[src/rtl/reaction_timer_ctrl_pkg.sv]
// Shared types and constants for the reaction timer controller.
// Holds the round state encoding, the display digit format and the LFSR step.
package rt_pkg;

  typedef enum logic [2:0] {
    IDLE,
    WAIT,
    MEASURE,
    DONE,
    CHEAT
  } state_t;

  localparam logic [3:0]  DIGIT_BLANK = 4'hF;

  // Taps 16,14,13,11 of a left-shifting Fibonacci LFSR (bits 15,13,12,10).
  localparam logic [15:0] LFSR_TAPS   = 16'hB400;

  // Element [0] is the ones digit, element [3] the thousands digit.
  typedef logic [3:0][3:0] bcd4_t;

  function automatic logic [15:0] lfsr_next(input logic [15:0] s);
    return {s[14:0], ^(s & LFSR_TAPS)};
  endfunction

endpackage

[src/rtl/reaction_timer_ctrl_bcd_counter4.sv]
// Four-digit BCD millisecond counter with decimal carry, saturation at 9999
// and a blank load that drives every digit to DIGIT_BLANK.
module bcd_counter4
  import rt_pkg::*;
(
  input  logic  clk,
  input  logic  rst_n,
  input  logic  i_clr,
  input  logic  i_inc,
  input  logic  i_blank,
  output bcd4_t o_bcd,
  output logic  o_sat
);

  bcd4_t r_bcd;
  bcd4_t w_next;
  logic  w_carry;

  assign o_bcd = r_bcd;
  assign o_sat = (r_bcd == 16'h9999);

  // NOTE: blocking assignments let the carry ripple digit by digit within one evaluation.
  always_comb begin
    w_next  = r_bcd;
    w_carry = 1'b1;
    for (int i = 0; i < 4; i++) begin
      if (w_carry) begin
        if (r_bcd[i] == 4'd9) begin
          w_next[i] = 4'd0;
        end else begin
          w_next[i] = r_bcd[i] + 4'd1;
          w_carry   = 1'b0;
        end
      end
    end
  end

  always_ff @(posedge clk or negedge rst_n) begin
    if (!rst_n) begin
      r_bcd <= '0;
    end else if (i_blank) begin
      r_bcd <= {4{DIGIT_BLANK}};
    end else if (i_clr) begin
      r_bcd <= '0;
    end else if (i_inc && !o_sat) begin
      r_bcd <= w_next;
    end
  end

endmodule

[src/rtl/reaction_timer_ctrl.sv]
// Reaction timer round controller: random stimulus delay, BCD millisecond
// measurement, cheat and timeout detection, registered display digits.
module reaction_timer_ctrl
  import rt_pkg::*;
#(
  parameter int unsigned TICK_CYCLES  = 100000,
  parameter int unsigned MIN_DELAY_MS = 2000,
  parameter int unsigned RAND_BITS    = 11,
  parameter logic [15:0] LFSR_SEED    = 16'hACE1
) (
  input  logic       clk_100MHz,
  input  logic       reset_n,
  input  logic       start_btn,
  input  logic       stop_btn,
  input  logic       clear_btn,
  output logic [3:0] k0,
  output logic [3:0] k1,
  output logic [3:0] k2,
  output logic [3:0] k3,
  output logic       led_stim,
  output logic       cheat,
  output logic       timeout,
  output logic       busy
);

  localparam int unsigned DIV_W   = (TICK_CYCLES > 1) ? $clog2(TICK_CYCLES) : 1;
  localparam int unsigned DELAY_W = $clog2(MIN_DELAY_MS + (2 ** RAND_BITS) + 1);

  state_t             r_state;
  logic               r_start_q, r_stop_q, r_clear_q;
  logic [15:0]        r_lfsr;
  logic [DIV_W-1:0]   r_div;
  logic [DELAY_W-1:0] r_delay;
  logic               r_led, r_cheat, r_timeout, r_busy;

  logic  w_start_rise, w_stop_rise, w_clear_rise, w_tick;
  logic  w_go_wait, w_go_meas;
  logic  w_cnt_clr, w_cnt_inc, w_cnt_blank, w_sat;
  bcd4_t w_bcd;

  assign w_start_rise = start_btn & ~r_start_q;
  assign w_stop_rise  = stop_btn  & ~r_stop_q;
  assign w_clear_rise = clear_btn & ~r_clear_q;
  assign w_tick       = (r_div == DIV_W'(TICK_CYCLES - 1));

  // NOTE: every output of this block gets a default first so no latch is inferred.
  always_comb begin
    w_go_wait   = 1'b0;
    w_go_meas   = 1'b0;
    w_cnt_clr   = 1'b0;
    w_cnt_inc   = 1'b0;
    w_cnt_blank = 1'b0;
    if (w_clear_rise) begin
      w_cnt_clr = 1'b1;
    end else begin
      case (r_state)
        IDLE, DONE, CHEAT: w_go_wait = w_start_rise;
        WAIT: begin
          w_cnt_blank = w_stop_rise;
          w_go_meas   = !w_stop_rise && w_tick && (r_delay < DELAY_W'(2));
        end
        MEASURE: w_cnt_inc = !w_stop_rise && w_tick && !w_sat;
        default: ;
      endcase
      w_cnt_clr = w_go_wait;
    end
  end

  // The tick phase restarts on each entry to WAIT or MEASURE so the first
  // millisecond of either phase is a full one.
  always_ff @(posedge clk_100MHz or negedge reset_n) begin
    if (!reset_n) begin
      r_start_q <= 1'b0;
      r_stop_q  <= 1'b0;
      r_clear_q <= 1'b0;
      r_lfsr    <= LFSR_SEED;
      r_div     <= '0;
    end else begin
      r_start_q <= start_btn;
      r_stop_q  <= stop_btn;
      r_clear_q <= clear_btn;
      r_lfsr    <= lfsr_next(r_lfsr);
      if (w_go_wait || w_go_meas || w_tick) r_div <= '0;
      else                                  r_div <= r_div + DIV_W'(1);
    end
  end

  always_ff @(posedge clk_100MHz or negedge reset_n) begin
    if (!reset_n) begin
      r_state   <= IDLE;
      r_delay   <= '0;
      r_led     <= 1'b0;
      r_cheat   <= 1'b0;
      r_timeout <= 1'b0;
      r_busy    <= 1'b0;
    end else if (w_clear_rise) begin
      r_state   <= IDLE;
      r_led     <= 1'b0;
      r_cheat   <= 1'b0;
      r_timeout <= 1'b0;
      r_busy    <= 1'b0;
    end else if (w_go_wait) begin
      r_state   <= WAIT;
      r_delay   <= DELAY_W'(MIN_DELAY_MS) + DELAY_W'(r_lfsr[RAND_BITS-1:0]);
      r_led     <= 1'b0;
      r_cheat   <= 1'b0;
      r_timeout <= 1'b0;
      r_busy    <= 1'b1;
    end else begin
      case (r_state)
        WAIT: begin
          if (w_stop_rise) begin
            r_state <= CHEAT;
            r_cheat <= 1'b1;
            r_busy  <= 1'b0;
          end else if (w_go_meas) begin
            r_state <= MEASURE;
            r_led   <= 1'b1;
          end else if (w_tick) begin
            r_delay <= r_delay - DELAY_W'(1);
          end
        end
        MEASURE: begin
          if (w_stop_rise || (w_tick && w_sat)) begin
            r_state   <= DONE;
            r_led     <= 1'b0;
            r_busy    <= 1'b0;
            r_timeout <= !w_stop_rise;
          end
        end
        default: ;
      endcase
    end
  end

  bcd_counter4 u_bcd_counter4 (
    .clk     (clk_100MHz),
    .rst_n   (reset_n),
    .i_clr   (w_cnt_clr),
    .i_inc   (w_cnt_inc),
    .i_blank (w_cnt_blank),
    .o_bcd   (w_bcd),
    .o_sat   (w_sat)
  );

  assign k0       = w_bcd[0];
  assign k1       = w_bcd[1];
  assign k2       = w_bcd[2];
  assign k3       = w_bcd[3];
  assign led_stim = r_led;
  assign cheat    = r_cheat;
  assign timeout  = r_timeout;
  assign busy     = r_busy;

endmodule

[config.mk]
export PLATFORM = sky130hd
export DESIGN_NAME = reaction_timer_ctrl
export DESIGN_NICKNAME = d
export VERILOG_FILES = /design/src/rtl/reaction_timer_ctrl_pkg.sv /design/src/rtl/reaction_timer_ctrl_bcd_counter4.sv /design/src/rtl/reaction_timer_ctrl.sv
export SDC_FILE = /design/constraint.sdc
export NUM_CORES = 1
export LEC_CHECK = 0
export BUFFER_PORTS_ARGS = -buffer_cell sky130_fd_sc_hd__buf_2
export CAP_MARGIN = 5
export CORE_MARGIN = 2
export CORE_UTILIZATION = 47
export CTS_CLUSTER_DIAMETER = 120
export DETAILED_ROUTE_END_ITERATION = 12
export PLACE_DENSITY = 0.62
export SLEW_MARGIN = 0
export SYNTH_ARGS = -nofsm -noshare
export SYNTH_HDL_FRONTEND = slang
export SYNTH_HIERARCHICAL = 1
export SYNTH_SLANG_ARGS = --single-unit
[constraint.sdc]
create_clock -name clk_100MHz -period 4.8 [get_ports clk_100MHz]
set_input_delay 0 -clock clk_100MHz [delete_from_list [all_inputs] [get_ports clk_100MHz]]
set_output_delay 0 -clock clk_100MHz [all_outputs]
set_load 0.005 [all_outputs]
==> results.yml <==
timing:
  finClkSkew_ns: 0.0148
  grt_setup_unrepaired: "false"
  hold_slack_ns: 0.316
  tightest_slew_ns: 0.896
  finalCriticalPeriod_ns: 2.98
  fin_crit_sh_pct: 62.0
  hold_viol: 0
  setup_viol: 0
  setup-tns-final_ns: 0
  slew_headroom_pct: 40.3
  final_max_slew_viol_count: 0
  max_freq_mhz: 336
cells_and_area:
  layout_common_cells: "dfrtp_1 (63), nor2_1 (36), nand2_1 (24), buf_2 (24)"
  regArea_mm2: 0.00179
  layout_commonest_cell: "dfrtp_1"
  area_growth_pct: 12.1
  drive_gt1_share_pct: 17.8
  insertedDiodeCount: 0
  fin_nets: 409
  num-fill-cells: 707
  multi_input_area_mm2: 0.00187
global_routing:
  grt_overflow_total: 0
  antenna_found_initial: 0
  gr-usage-all-layers_pct: 19.0
  grt_max_degree: 72
  grt_pass1_wl_mm: 13.3
  first_global_vias: 2795
floorplan:
  top_level_ports: 25
  num_rows: 32
  die_area_mm2: 0.00880
  die_w_um: 93.8
  fp.dieH_um: 93.8
  start_util_pct: 48.8
  core_area_mm2: 0.00777
run_status:
  status: "complete, no violations"
synthesis:
  ys_ff_latch: 71
  yosysSeqAreaShare_pct: 47.1
  ys.flop_type: "dfrtp_1"
  postSynth.asyncResetShare_pct: 100
  synthCells: 364
  synth_edf_count: 0
  synth.distinct_cells: 66
  synth.cell_area_mm2: 0.00379
  syn_nets: 380
  avgSynthCellArea_um2: 10.4
  ys_warn_count: 6
pwr:
  total_power_mw: 1.66
  ir_worst_vdd_uv: 188
  p_leak_nw: 1.92
  cellPowerDensity_mw_per_mm2: 390
worst_setup_path:
  crit_top_cell: "nor3_1"
  cp_top_family: "simple AND/OR/NAND/NOR gates"
  slowest_delay_ns: 0.61
  cp.arrival_ns: 3.22
  critical_path.cell_chain: "ha_1 > and3b_1 > nand2_1 > nor3_1 > nor3_1 > nand4b_2 > a211oi_4 > o221ai_1 > a31o_1"
  cpMaxStageDelayCell: "nor3_1"
  crit_buf_inv: 0
  worstPathRequired_ns: 5.04
  crit_path_end_kind: "register"
  crit_type: "register to register"
  crit_fanout: 6
  startpoint_type: "register"
place:
  numPortBuffers: 24
  gp_congestion: 0.773
  dpl.hpwl_mm: 5.23
clocking:
  cts-buffers-inserted: 9
  cts_sinks: 71
  clk_pin_slew_ns: 0.08
  cts_tree: "yes"
  clk_path_buf_depth: 2
  clk_latency_ns: 0.34
  holdBufCountCts: 4
  root_buffer: "clkbuf_8"
  post_cts.repair.setup_buffers: 0
  cts.repair.resized: 0
  htree_num_levels: 3
route:
  viasPerCell: 5.61
  wl_per_cell_um: 15.4
  drc: 0
  via_count: 2807
  wl_mm: 7.68
  drtIter0Drc: 109
  drtAntennaViolNets: 0
  dr.pass1.iters: 4
run:
  maxCapViolCount: 0
hold_path:
  hp-class: "input pin to register"
[per-layer routing]
layer	GRT usage, %	share of wire [%]
met1	27.2	51
met3	3.05	2.1
met2	28.8	45
met5	0	0
met4	7.37	1.6
[cells by family after synthesis]
family | after synthesis | synth area share [%]
AOI/OAI and AO/OA | 68 | 13.1
buffers and inverters | 28 | 3.53
and+or+nand+nor | 152 | 24.5
DFF | 71 | 47.1
adders and majority gates | 11 | 3.63
muxes | 4 | 1.19
xor gates and xnor gates | 30 | 6.93
[Yosys cell counts, types with 3 or more instances]
master / n / area share [%]
dfrtp_1: 63 / 42
nor2_1: 36 / 3.6
nand2_1: 24 / 2.4
nand3_1: 17 / 2.2
xnor2_1: 17 / 3.9
inv_1: 14 / 1.4
xor2_1: 13 / 3.0
ha_1: 11 / 3.6
o21ai_0: 10 / 1.3
a21oi_1: 9 / 1.2
a31oi_1: 8 / 1.3
dfstp_2: 8 / 5.5
nor3_1: 8 / 1.1
nand4_1: 7 / 1.2
or4_1: 7 / 1.4
clkbuf_1: 6 / 0.59
o311ai_0: 6 / 1.4
and3_1: 5 / 0.83
buf_2: 5 / 0.66
nand2b_1: 5 / 0.83
o31ai_1: 5 / 0.99
and3b_1: 4 / 0.92
nand3b_1: 4 / 0.79
nor3b_1: 4 / 0.79
o211ai_1: 4 / 0.79
o21ai_1: 4 / 0.53
a21o_1: 3 / 0.59
a311o_1: 3 / 0.79
and2_1: 3 / 0.50
and4_1: 3 / 0.69
buf_6: 3 / 0.89
mux2i_1: 3 / 0.79
or3_1: 3 / 0.50
[state kept, by name, summed over array words and instances (netlist names), 3 cells and up]
signal / flops
r_lfsr: 16
r_div: 17
r_state: 3
u_bcd_counter4/o_bcd: 16
r_delay: 12
[final cells by class]
type / count / share of cell area, %
multi-input cells: 265 / 44.0
flip-flops and latches: 71 / 42.0
repair buffers: 32 / 4.47
clock buffers: 13 / 3.74
well taps: 102 / 3.00
clock inverters: 3 / 1.53
inverters: 14 / 1.24
[through the flow]
step                setup WS [ns]  instances  util, %  cell area [um^2]
floorplan                    2.02        364        -              3790
global placement             2.04        480     51.3              3990
detailed placement           1.90        480     51.3              3990
CTS                          1.86        500     54.7              4250
global route                 1.67        500     54.7              4250
finish                       1.82        500     54.7              4250
[report_power, final]
part / leakage (nW) / internal (mW) / total, mW / switching (mW)
clock: 0.114 / 0.321 / 0.543 / 0.222
combinational: 0.893 / 0.162 / 0.351 / 0.190
sequential: 0.917 / 0.672 / 0.762 / 0.0905
[path summary, 6_finish.rpt]
path / endpoint / startpoint / slack [ns] / cells past startpoint
worst min register to register: r_lfsr[15] / r_lfsr[14] / 0.36 / 0
worst max-delay path: u_bcd_counter4/o_bcd[11] / u_bcd_counter4/o_bcd[8] / 1.82 / 9
worst max register to register: u_bcd_counter4/o_bcd[11] / u_bcd_counter4/o_bcd[8] / 1.82 / 9
max in group asynchronous: r_div[6] / reset_n / 3.80 / 3
min in group asynchronous: r_state[2] / reset_n / 0.39 / 3
worst min-delay path: r_clear_q / clear_btn / 0.32 / 2
No activity file was read; power rests on OpenSTA's default activity.
